--- src/rtl/spi_reg_ctrl.sv ---
// ---------------------------------------------------------------------------
// spi_reg_ctrl
//   Oversampled SPI (mode 0) slave that owns the expander's configuration
//   register bank. The SPI pins are synchronised into clk, 16-bit frames
//   {RW, addr[6:0], data[7:0]} are assembled MSB first, and each complete
//   frame either writes one register or reads one back on spi_miso.
//
// Ports
//   clk        in   internal clock, all logic on posedge
//   rst_n      in   asynchronous active-low reset (deasserted synchronously)
//   spi_sck    in   SPI clock, mode 0, at most clk/8
//   spi_en     in   frame enable, active high
//   spi_mosi   in   serial data in, MSB first
//   spi_miso   out  serial read-back data, changes after SCK falling edges
//   regs_flat  out  register bank, reg i at [i*DATA_W +: DATA_W]
//   wr_strobe  out  one-cycle pulse when a register is written
//   wr_addr    out  address of the last write
//   frame_err  out  one-cycle pulse on a malformed or out-of-range frame
// ---------------------------------------------------------------------------
module spi_reg_ctrl #(
  parameter int NREGS       = 8,
  parameter int DATA_W      = 8,
  parameter int SYNC_STAGES = 2
) (
  input  logic                      clk,
  input  logic                      rst_n,
  input  logic                      spi_sck,
  input  logic                      spi_en,
  input  logic                      spi_mosi,
  output logic                      spi_miso,
  output logic [NREGS*DATA_W-1:0]   regs_flat,
  output logic                      wr_strobe,
  output logic [6:0]                wr_addr,
  output logic                      frame_err
);

  localparam int         AW       = (NREGS > 1) ? $clog2(NREGS) : 1;
  localparam logic [4:0] CNT_ADDR = 5'd8;
  localparam logic [4:0] CNT_FULL = 5'd16;
  localparam logic [4:0] CNT_MAX  = 5'd17;

  typedef enum logic [1:0] {
    S_IDLE,
    S_ADDR,
    S_DATA,
    S_CHECK
  } state_e;

  // Bit counter saturates one past a full frame so that any overlong
  // frame is still distinguishable from a correct one.
  function automatic logic [4:0] sat_inc(input logic [4:0] c);
    return (c >= CNT_MAX) ? CNT_MAX : c + 5'd1;
  endfunction

  function automatic logic addr_ok(input logic [6:0] a);
    return int'({25'd0, a}) < NREGS;
  endfunction

  // Reset: asserts immediately, releases on a clock edge
  logic [1:0] rst_sync_q;
  logic       rst_int_n;

  always_ff @(posedge clk or negedge rst_n) begin
    if (!rst_n) rst_sync_q <= 2'b00;
    else        rst_sync_q <= {rst_sync_q[0], 1'b1};
  end
  assign rst_int_n = rst_sync_q[1];

  // Pin synchronisers and edge detection
  logic [SYNC_STAGES-1:0] sck_sync_q, en_sync_q, mosi_sync_q;
  logic                   sck_prev_q, en_prev_q;
  logic                   sck_s, en_s, mosi_s;
  logic                   sck_rise, sck_fall, en_rise, en_fall;

  always_ff @(posedge clk or negedge rst_int_n) begin
    if (!rst_int_n) begin
      sck_sync_q  <= '0;
      en_sync_q   <= '0;
      mosi_sync_q <= '0;
      sck_prev_q  <= 1'b0;
      en_prev_q   <= 1'b0;
    end else begin
      sck_sync_q  <= {sck_sync_q[SYNC_STAGES-2:0], spi_sck};
      en_sync_q   <= {en_sync_q[SYNC_STAGES-2:0], spi_en};
      mosi_sync_q <= {mosi_sync_q[SYNC_STAGES-2:0], spi_mosi};
      sck_prev_q  <= sck_s;
      en_prev_q   <= en_s;
    end
  end

  assign sck_s    = sck_sync_q[SYNC_STAGES-1];
  assign en_s     = en_sync_q[SYNC_STAGES-1];
  assign mosi_s   = mosi_sync_q[SYNC_STAGES-1];
  assign sck_rise = sck_s & ~sck_prev_q;
  assign sck_fall = ~sck_s & sck_prev_q;
  assign en_rise  = en_s & ~en_prev_q;
  assign en_fall  = ~en_s & en_prev_q;

  // Frame FSM and datapath
  state_e      state_q, state_d;
  logic [4:0]  bit_cnt_q, bit_cnt_d, cnt_nxt;
  logic [15:0] shift_q, shift_d, shift_nxt;
  logic [7:0]  tx_q, tx_d;
  logic        rd_q, rd_d;
  logic        miso_q, miso_d;
  logic        pend_q, pend_d;
  logic        wr_strobe_q, wr_strobe_d;
  logic        frame_err_q, frame_err_d;
  logic [6:0]  wr_addr_q, wr_addr_d;
  logic        wr_en;
  logic [6:0]  rd_addr;
  logic [DATA_W-1:0] regs_q [NREGS];

  assign shift_nxt = {shift_q[14:0], mosi_s};
  assign cnt_nxt   = sat_inc(bit_cnt_q);
  assign rd_addr   = shift_nxt[6:0];

  always_comb begin
    state_d     = state_q;
    bit_cnt_d   = bit_cnt_q;
    shift_d     = shift_q;
    tx_d        = tx_q;
    rd_d        = rd_q;
    miso_d      = miso_q;
    pend_d      = pend_q;
    wr_strobe_d = 1'b0;
    frame_err_d = 1'b0;
    wr_addr_d   = wr_addr_q;
    wr_en       = 1'b0;

    case (state_q)
      S_IDLE: begin
        miso_d = 1'b0;
        if (en_rise || pend_q) begin
          state_d   = S_ADDR;
          bit_cnt_d = '0;
          shift_d   = '0;
          rd_d      = 1'b0;
          pend_d    = 1'b0;
        end
      end

      S_ADDR: begin
        if (sck_rise) begin
          shift_d   = shift_nxt;
          bit_cnt_d = cnt_nxt;
          if (cnt_nxt == CNT_ADDR) begin
            // RW and address are complete: preload the read-back byte now
            // so the first data bit can leave on the very next SCK fall.
            state_d = S_DATA;
            rd_d    = shift_nxt[7];
            tx_d    = addr_ok(rd_addr) ? regs_q[rd_addr[AW-1:0]] : 8'h00;
          end
        end
        // A coincident final SCK edge is captured above before the check.
        if (en_fall) state_d = S_CHECK;
      end

      S_DATA: begin
        if (sck_rise) begin
          shift_d   = shift_nxt;
          bit_cnt_d = cnt_nxt;
        end
        if (rd_q && sck_fall) begin
          miso_d = tx_q[7];
          tx_d   = {tx_q[6:0], 1'b0};
        end
        if (en_fall) state_d = S_CHECK;
      end

      S_CHECK: begin
        miso_d  = 1'b0;
        state_d = S_IDLE;
        // A new frame starting during the check is remembered, not dropped.
        if (en_rise) pend_d = 1'b1;
        if (bit_cnt_q == CNT_FULL && addr_ok(shift_q[14:8])) begin
          if (!shift_q[15]) begin
            wr_en       = 1'b1;
            wr_strobe_d = 1'b1;
            wr_addr_d   = shift_q[14:8];
          end
        end else begin
          frame_err_d = 1'b1;
        end
      end

      default: state_d = S_IDLE;
    endcase
  end

  always_ff @(posedge clk or negedge rst_int_n) begin
    if (!rst_int_n) begin
      state_q     <= S_IDLE;
      bit_cnt_q   <= '0;
      shift_q     <= '0;
      tx_q        <= '0;
      rd_q        <= 1'b0;
      miso_q      <= 1'b0;
      pend_q      <= 1'b0;
      wr_strobe_q <= 1'b0;
      frame_err_q <= 1'b0;
      wr_addr_q   <= '0;
    end else begin
      state_q     <= state_d;
      bit_cnt_q   <= bit_cnt_d;
      shift_q     <= shift_d;
      tx_q        <= tx_d;
      rd_q        <= rd_d;
      miso_q      <= miso_d;
      pend_q      <= pend_d;
      wr_strobe_q <= wr_strobe_d;
      frame_err_q <= frame_err_d;
      wr_addr_q   <= wr_addr_d;
    end
  end

  // Register bank, written only from the check state
  always_ff @(posedge clk or negedge rst_int_n) begin
    if (!rst_int_n) begin
      for (int i = 0; i < NREGS; i++) regs_q[i] <= '0;
    end else if (wr_en) begin
      regs_q[shift_q[8 +: AW]] <= shift_q[DATA_W-1:0];
    end
  end

  for (genvar g = 0; g < NREGS; g++) begin : g_flat
    assign regs_flat[g*DATA_W +: DATA_W] = regs_q[g];
  end

  assign spi_miso  = miso_q;
  assign wr_strobe = wr_strobe_q;
  assign wr_addr   = wr_addr_q;
  assign frame_err = frame_err_q;

endmodule

--- config.mk ---
export PLATFORM = sky130hd
export DESIGN_NAME = spi_reg_ctrl
export DESIGN_NICKNAME = d
export VERILOG_FILES = /design/src/rtl/spi_reg_ctrl.sv
export SDC_FILE = /design/constraint.sdc
export NUM_CORES = 1
export LEC_CHECK = 0
export CORE_MARGIN = 3
export CORE_UTILIZATION = 30
export DETAILED_ROUTE_END_ITERATION = 7
export PLACE_DENSITY = 0.61
export REMOVE_ABC_BUFFERS = 1
export SETUP_SLACK_MARGIN = 0.5
export SYNTH_ARGS = -nofsm -noshare
export SYNTH_HDL_FRONTEND = slang
export SYNTH_SLANG_ARGS = --single-unit
--- constraint.sdc ---
create_clock -name clk -period 4.18 [get_ports clk]
set_input_delay 0.836 -clock clk [delete_from_list [all_inputs] [get_ports clk]]
set_output_delay 0.836 -clock clk [all_outputs]
set_load 0.02 [all_outputs]
==> results of run 1 <==
[routing by layer]
metal | up-vias | track usage
li1 | 1593 | -
met1 | 1843 | 0.179
met2 | 86 | 0.239
met3 | 18 | 0.0453
met4 | 0 | 0.0571
met5 | - | 0
[final timing paths]
| check | depth (start not counted) | start | to | slack, ps |
|---|---|---|---|---|
| setup reg to reg | 7 | state_q[0] | bit_cnt_q[2] | 1370 |
| max in group asynchronous | 1 | rst_sync_q[1] | mosi_sync_q[1] | 2880 |
| min in group asynchronous | 0 | rst_sync_q[1] | regs_flat[49] | 360 |
| hold / removal | 0 | sck_sync_q[0] | sck_sync_q[1] | 340 |
| setup / recovery | 7 | state_q[0] | bit_cnt_q[2] | 1370 |
| hold reg to reg | 0 | sck_sync_q[0] | sck_sync_q[1] | 340 |
[power by group]
group / internal, mW / switching, mW / leakage [nW]
Sequential: 1.22 / 0.149 / 1.59
Clock: 1.08 / 0.495 / 0.319
Combinational: 0.226 / 0.430 / 1.12
[state kept, by name, summed over array words and instances, names as in the netlist, 2 cells and up]
register / cells
bit_cnt_q: 5
en_sync_q: 2
mosi_sync_q: 2
regs_flat: 64
rst_sync_q: 2
sck_sync_q: 2
shift_q: 16
state_q: 2
tx_q: 8
wr_addr: 7
[Yosys cell counts (all sizes together) (5+ instances only)]
library cell / instances
mux4: 16
ha: 7
buf: 5
o21ai: 26
nand2: 50
clkbuf: 18
mux2: 66
dfrtp: 117
a31oi: 8
a222oi: 7
a21oi: 9
inv: 9
nor2: 8
[stage by stage]
stage	setup WS [ps]	hold slack, ps
floorplan	679	331
global placement	1520	338
detailed placement	1380	336
CTS	1380	348
global route	1120	359
finish	1370	345
[worst reg2reg max path: stages (launching register included)]
cell and delay (ps):
dfrtp_1 450, inv_1 120, ha_1 710, nand3b_1 170
o21ai_0 100, nand2_1 590, o21bai_1 390, a21o_1 180
[layout make-up]
type / instances / area (µm²) / area share
well taps: 220 / 275 / 0.0403
multi-input cells: 245 / 2140 / 0.313
flip-flops and latches: 117 / 2930 / 0.429
repair buffers: 82 / 811 / 0.119
clock buffers: 20 / 457 / 0.0668
inverters: 10 / 38.8 / 0.00568
clock inverters: 11 / 180 / 0.0264
[logic make-up after synthesis]
| group | synth area share |
|---|---|
| multiplexers | 0.214 |
| AO/OA/AOI/OAI | 0.0804 |
| flip-flops | 0.563 |
| other | 0.000721 |
| adder cells (fa/ha/maj) | 0.0168 |
| XOR/XNOR | 0.00168 |
| AND/OR/NAND/NOR | 0.0977 |
| buffers and inverters | 0.0255 |
==> results.json, run 1 <==
{
  "status": "completed",
  "wl_um": 13100,
  "worst_slew_pin_slew_ps": 1160,
  "critPathMaxFanout": 37,
  "final_cell_mix": "dfrtp_1 (116), clkdlybuf4s50_1 (78), mux2_2 (63), nand2_1 (49), o21ai_0 (25)",
  "dpl_cell_area_um2": 6200,
  "crit_family": "simple AND/OR/NAND/NOR gates",
  "finalClockSkew_ps": 8.61,
  "synth-edff-count": 0,
  "synth_area_um2": 5200,
  "cap_violations": 0,
  "antenna_found_initial": 0,
  "overflow": 0,
  "rows": 47,
  "cts-root-buf": "clkbuf_16",
  "finalNetCount": 485,
  "drc": 0,
  "critPathKind": "reg2reg",
  "vias": 3540,
  "htree_num_levels": 4,
  "gp_congestion": 0.790,
  "cts_hold_repair.buffers": 0,
  "cts_num_sinks": 117,
  "fin_util": 0.408,
  "clk-insertion-delay-late_ps": 420,
  "synth-warning-count": 0,
  "ys.flop_type": "dfrtp_1",
  "layout_commonest_cell": "dfrtp_1",
  "period_minus_slack_ps": 2810,
  "fin_area_um2": 6830,
  "fin_crit_sh": 0.673,
  "clk_pin_slew_ps": 50,
  "post_cts_buffers": 0,
  "ant_nets": 0,
  "crit_chain": "inv_1 -> ha_1 -> nand3b_1 -> o21ai_0 -> nand2_1 -> o21bai_1 -> a21o_1",
  "tritoncts": "built",
  "slowest_delay_ps": 710,
  "synth.yosys.seq_area_share": 0.563,
  "m1WireLength_um": 5500,
  "synth_top_area_share": 0.563,
  "first_iter_violations": 139,
  "vias_per_cell": 5.02,
  "portBuffers": 78,
  "hpwlAfterDp_um": 9100,
  "die_h_um": 138,
  "dp.cells": 674,
  "diodes": 0,
  "wl_per_cell_um": 18.6,
  "wl_met3_um": 609,
  "syn-instance-count": 395,
  "core_um2": 16800,
  "power-per-cell-area_nw_per_um2": 527,
  "synth_area_leaders": "dfrtp_1 (56%), mux2_2 (14%), mux4_2 (6.9%)",
  "crit_arrival_ps": 3120,
  "layout.filler_cells": 1564,
  "drv_slew": 0,
  "wl_met2_um": 6770,
  "syn_avg_cell_area_um2": 13.2,
  "die_x_um": 138,
  "dieArea_um2": 18900,
  "rsz0062_at_grt": "no",
  "relSlewSlack": 0.230,
  "startpoint_type": "flop",
  "critical_path_buf_inv_count": 1,
  "grt_max_degree": 50,
  "setup_tns_ps": 0,
  "start_util": 0.310,
  "grt_use_total": 0.146,
  "cts_resized": 0,
  "ir_drop_v": 0.000228,
  "cp.required_ps": 4480,
  "areaGrowthSynthToFinish_pct": 31.4,
  "critPathSlowestCell": "ha_1",
  "clockBufferDepth": 2,
  "yosys.area.top_type": "dfrtp_1",
  "ys_ff_latch": 117,
  "drive_gt1_frac": 0.258,
  "p_leak_nw": 3.03,
  "ys_async_sr_fraction": 1.00,
  "instances_no_fill": 705,
  "ioPinCount": 79,
  "synth_cell_types": 52,
  "dr.pass1.iters": 7,
  "grt_pass1_wl_um": 20700,
  "cts_buffers": 17,
  "hold_violations": 0,
  "p_total_mw": 3.60,
  "top_layer": "met4",
  "max_freq_mhz": 355,
  "grt_pass1_vias": 3759,
  "setup_viol": 0,
  "hold_path_class": "reg2reg",
  "endpoint_kind": "flop"
}
No activity file was read; power rests on OpenSTA's default activity.
==> run 2: changes to the inputs <==
==> constraint.sdc (replaced) <==
create_clock -name clk -period 2.62 [get_ports clk]
set_input_delay 0.524 -clock clk [delete_from_list [all_inputs] [get_ports clk]]
set_output_delay 0.524 -clock clk [all_outputs]
set_load 0.02 [all_outputs]
==> results.json, run 2 (synthesized netlist as in run 1, its figures left out) <==
{
  "status": "completed",
  "drive_gt1_frac": 0.310,
  "ioPinCount": 79,
  "areaGrowthSynthToFinish_pct": 37.9,
  "hold_path_class": "reg2async",
  "cts_hold_repair.buffers": 0,
  "fin_crit_sh": 0.808,
  "hold_violations": 0,
  "tritoncts": "built",
  "htree_num_levels": 4,
  "layout_commonest_cell": "dfrtp_1",
  "clk_pin_slew_ps": 50,
  "fin_area_um2": 7170,
  "cts_buffers": 17,
  "gp_congestion": 0.762,
  "cts-root-buf": "clkbuf_16",
  "finalClockSkew_ps": 10.8,
  "diodes": 0,
  "cap_violations": 0,
  "holdWs_ps": 228,
  "crit_arrival_ps": 2400,
  "clk-insertion-delay-late_ps": 410,
  "critPathSlowestCell": "dfrtp_2",
  "final_cell_mix": "dfrtp_1 (113), clkdlybuf4s50_1 (78), mux2_2 (50), nand2_1 (47), o21ai_0 (24)",
  "grt_pass1_vias": 3731,
  "dpl_cell_area_um2": 6300,
  "drv_slew": 0,
  "portBuffers": 78,
  "dr.pass1.iters": 7,
  "period_minus_slack_ps": 2120,
  "clockBufferDepth": 2,
  "drc": 0,
  "start_util": 0.310,
  "power-per-cell-area_nw_per_um2": 842,
  "ant_nets": 0,
  "vias_per_cell": 4.96,
  "cp.required_ps": 2910,
  "p_leak_nw": 3.15,
  "antenna_found_initial": 0,
  "grt_pass1_wl_um": 21100,
  "startpoint_type": "flop",
  "cts_num_sinks": 117,
  "dieArea_um2": 18900,
  "setup_viol": 0,
  "rsz0062_at_grt": "yes",
  "rows": 47,
  "vias": 3592,
  "critPathMaxFanout": 5,
  "worst_slew_pin_slew_ps": 586,
  "finalNetCount": 503,
  "reg2reg_slack_ps": 500,
  "hpwlAfterDp_um": 9090,
  "wl_um": 13100,
  "layout.filler_cells": 1513,
  "max_freq_mhz": 472,
  "slowest_delay_ps": 440,
  "first_iter_violations": 247,
  "grt_use_total": 0.148,
  "wl_per_cell_um": 18.2,
  "die_h_um": 138,
  "relSlewSlack": 0.609,
  "crit_chain": "ha_2 -> or2_2 -> a2111o_1 -> o21ai_4 -> nand2_2 -> mux2_2",
  "critPathKind": "reg2reg",
  "ir_drop_v": 0.000487,
  "die_x_um": 138,
  "overflow": 0,
  "core_um2": 16800,
  "critical_path_buf_inv_count": 0,
  "largest_reg_flops": 64,
  "endpoint_kind": "flop",
  "grt_max_degree": 65,
  "crit_family": "compound AO/OA/AOI/OAI gates"
}
==> run 2: per-layer routing <==
metal | wire, µm | vias to the layer above | track usage
met5 | 0 | - | 0
li1 | - | 1623 | -
met2 | 6790 | 100 | 0.249
met4 | 172 | 0 | 0.0449
met3 | 601 | 17 | 0.0449
met1 | 5580 | 1852 | 0.181
==> run 2: final cells by class <==
cell class | count | area, µm² | share of cell area
Timing Repair Buffer | 100 | 1010 | 0.141
Inverter | 10 | 40.0 | 0.00558
Clock inverter | 9 | 173 | 0.0241
Multi-Input combinational cell | 245 | 2260 | 0.315
Sequential cell | 117 | 2940 | 0.409
Clock buffer | 23 | 478 | 0.0666
Tap cell | 220 | 275 | 0.0384
==> run 2: path summary, 6_finish.rpt <==
| path | start | endpoint | depth (start not counted) |
|---|---|---|---|
| min in group clk | rst_sync_q[0] | rst_sync_q[1] | 0 |
| worst min register to register | rst_sync_q[1] | regs_flat[55] | 0 |
| worst max-delay path | bit_cnt_q[0] | tx_q[0] | 6 |
| worst min-delay path | rst_sync_q[1] | regs_flat[55] | 0 |
| worst max register to register | bit_cnt_q[0] | tx_q[0] | 6 |
| max in group asynchronous | rst_sync_q[1] | state_q[0] | 1 |
==> run 2: where the power goes <==
group	switching, mW	total (mW)	leakage [nW]	internal (mW)
Clock	0.780	2.54	0.317	1.76
Combinational	0.768	1.32	1.25	0.552
Sequential	0.228	2.18	1.58	1.95
==> run 2: repair_timing <==
| item | CTS | global route |
|---|---|---|
| setup buffers | 6 | 2 |
| setup endpoints to repair | 60 | 76 |
| pin swaps | 5 | 6 |
| gates cloned | 0 | 0 |
| gates resized for setup | 5 | 33 |
==> run 2: through the flow <==
step	utilization	total power, mW	setup WS (ps)	setup TNS [ps]	cells
after global routing	0.428	6.37	396	0	724
after floorplan	-	2.89	-881	-101300	372
after detailed placement	0.376	3.30	281	0	684
final	0.428	6.04	503	0	724
after global placement	0.376	3.27	361	0	684
after CTS	0.420	5.93	510	0	722
==> run 3: changes to the inputs <==
--- a/config.mk
+++ b/config.mk
@@ -8,7 +8,7 @@
 export CORE_MARGIN = 3
 export CORE_UTILIZATION = 30
 export DETAILED_ROUTE_END_ITERATION = 7
-export PLACE_DENSITY = 0.61
+export PLACE_DENSITY = 0.63
 export REMOVE_ABC_BUFFERS = 1
 export SETUP_SLACK_MARGIN = 0.5
 export SYNTH_ARGS = -nofsm -noshare
==> constraint.sdc (replaced) <==
create_clock -name clk -period 1.8 [get_ports clk]
set_input_delay 0.36 -clock clk [delete_from_list [all_inputs] [get_ports clk]]
set_output_delay 0.36 -clock clk [all_outputs]
set_load 0.02 [all_outputs]
==> results.json, run 3 (synthesized netlist as in run 1, its figures left out) <==
{
  "layout.filler_cells": 1419,
  "multiInputGateArea_um2": 2420,
  "clk-insertion-delay-late_ps": 420,
  "dp.cells": 724,
  "fin_area_um2": 8090,
  "drc": 0,
  "start_util": 0.310,
  "period_minus_slack_ps": 2080,
  "areaGrowthSynthToFinish_pct": 55.5,
  "finalNetCount": 566,
  "vias_per_cell": 4.97,
  "grt_busiest_layer": "met2",
  "overflow": 0,
  "relSlewSlack": 0.665,
  "drv_slew": 0,
  "hold_violations": 0,
  "final_cell_mix": "dfrtp_1 (114), buf_6 (89), mux2_2 (61), buf_4 (58), nand2_1 (30)",
  "r2r_cells": 9,
  "htree_num_levels": 4,
  "vias": 3911,
  "layout_commonest_cell": "dfrtp_1",
  "antenna_found_initial": 0,
  "cts_buffers": 17,
  "tritoncts": "built",
  "grt_use_total": 0.163,
  "die_h_um": 138,
  "dr.pass1.iters": 5,
  "grt_use_met1": 0.206,
  "holdWs_ps": 104,
  "dpl_cell_area_um2": 6630,
  "rsz0062_at_grt": "yes",
  "diodes": 0,
  "ioPinCount": 79,
  "p_leak_nw": 3.82,
  "grt_use_met2": 0.268,
  "ir_drop_v": 0.000785,
  "worst_slew_pin_slew_ps": 500,
  "endpoint_kind": "flop",
  "largest_reg_flops": 64,
  "setup_viol": 89,
  "portBuffers": 78,
  "status": "finished with violations",
  "fin_util": 0.482,
  "ant_nets": 0,
  "gp_congestion": 0.834,
  "final-seq-area_um2": 2930,
  "cts-root-buf": "clkbuf_16",
  "fin_crit_sh": 1.16,
  "grt_pass1_vias": 4116,
  "core_um2": 16800,
  "clockBufferDepth": 2,
  "use_met3": 0.0504,
  "rows": 47,
  "cp.required_ps": 2110,
  "p_total_mw": 10.6,
  "finalClockSkew_ps": 6.24,
  "die_x_um": 138,
  "pre_cts_ws_ps": -367,
  "failed_checks": "negative setup slack",
  "wl_um": 14700,
  "instances_no_fill": 787,
  "cts_num_sinks": 117,
  "grt_pass1_wl_um": 23200,
  "hold_path_class": "in2async",
  "setup_tns_ps": -14980,
  "wl_per_cell_um": 18.6,
  "critPathKind": "reg2reg",
  "cts_hold_repair.buffers": 0,
  "max_freq_mhz": 480,
  "crit_arrival_ps": 2390,
  "power-per-cell-area_nw_per_um2": 1320,
  "startpoint_type": "flop",
  "worst_slack_ps": -284,
  "cap_violations": 0,
  "first_iter_violations": 215,
  "drive_gt1_frac": 0.575,
  "clk_pin_slew_ps": 60,
  "rr_startpoint": "bit_cnt_q[1]",
  "critPathMaxFanout": 5,
  "dieArea_um2": 18900,
  "hpwlAfterDp_um": 9640,
  "reg2reg_to": "regs_flat[45]",
  "reg2reg_slack_ps": -280,
  "grt_max_degree": 43
}
-- run 3: cell types whose count changed in the layout (fill, tap and decap cells not counted), moves of 3 or more --
cell | previous run | this run
nand2_4 | 1 | 12
buf_4 | 13 | 58
buf_6 | 5 | 89
o21ai_4 | 1 | 4
o21ai_2 | 0 | 11
nand2_1 | 47 | 30
clkdlybuf4s50_1 | 78 | 4
buf_16 | 0 | 4
mux2_2 | 50 | 61
mux2_4 | 15 | 4
o21ai_0 | 24 | 3
nand2_2 | 2 | 8
buf_12 | 4 | 7
o21ai_1 | 1 | 8
-- run 3: repair_timing --
item | 4_1_cts | 5_1_grt
pin swaps | 16 | 16
buffers inserted | 16 | 9
cloned | 6 | 0
resized for setup | 484 | 73
setup endpoints to repair | 179 | 179
-- run 3: how the worst max path moves through the flow --
stage / from / endpoint
global placement: bit_cnt_q[1] / regs_flat[44]
CTS: bit_cnt_q[1] / regs_flat[49]
global route: bit_cnt_q[1] / regs_flat[40]
finish: bit_cnt_q[1] / regs_flat[45]
floorplan: rst_sync_q[1] / bit_cnt_q[0]
detailed placement: bit_cnt_q[1] / regs_flat[45]
-- run 3: report_power, final --
group | switching, mW | internal (mW) | total [mW] | leakage (nW)
logic | 1.92 | 1.79 | 3.71 | 1.90
registers | 0.178 | 2.84 | 3.02 | 1.59
clock network | 1.17 | 2.74 | 3.91 | 0.331
total | 3.27 | 7.37 | 10.6 | 3.82
-- run 3: area by class of cell --
type,instances,area share
clock buffers,24,0.0608
clock inverters,8,0.0238
inverters,10,0.00526
multi-input cells,246,0.300
flip-flops and latches,117,0.363
well taps,220,0.0340
repair buffers,162,0.214
-- run 3: worst max-delay path, stage by stage (launching register included) --
cell      delay [ps]
dfrtp_1          400
inv_2             70
ha_1             140
nor4b_4          260
nand4b_4         190
inv_4            100
nand2_4           80
nor3b_4          240
buf_6            160
mux2_2           330
-- run 3: per-layer routing --
metal,wire (µm),up-vias
met3,646,17
met1,6270,2048
met4,210,0
met2,7550,91
met5,0,-
li1,-,1755
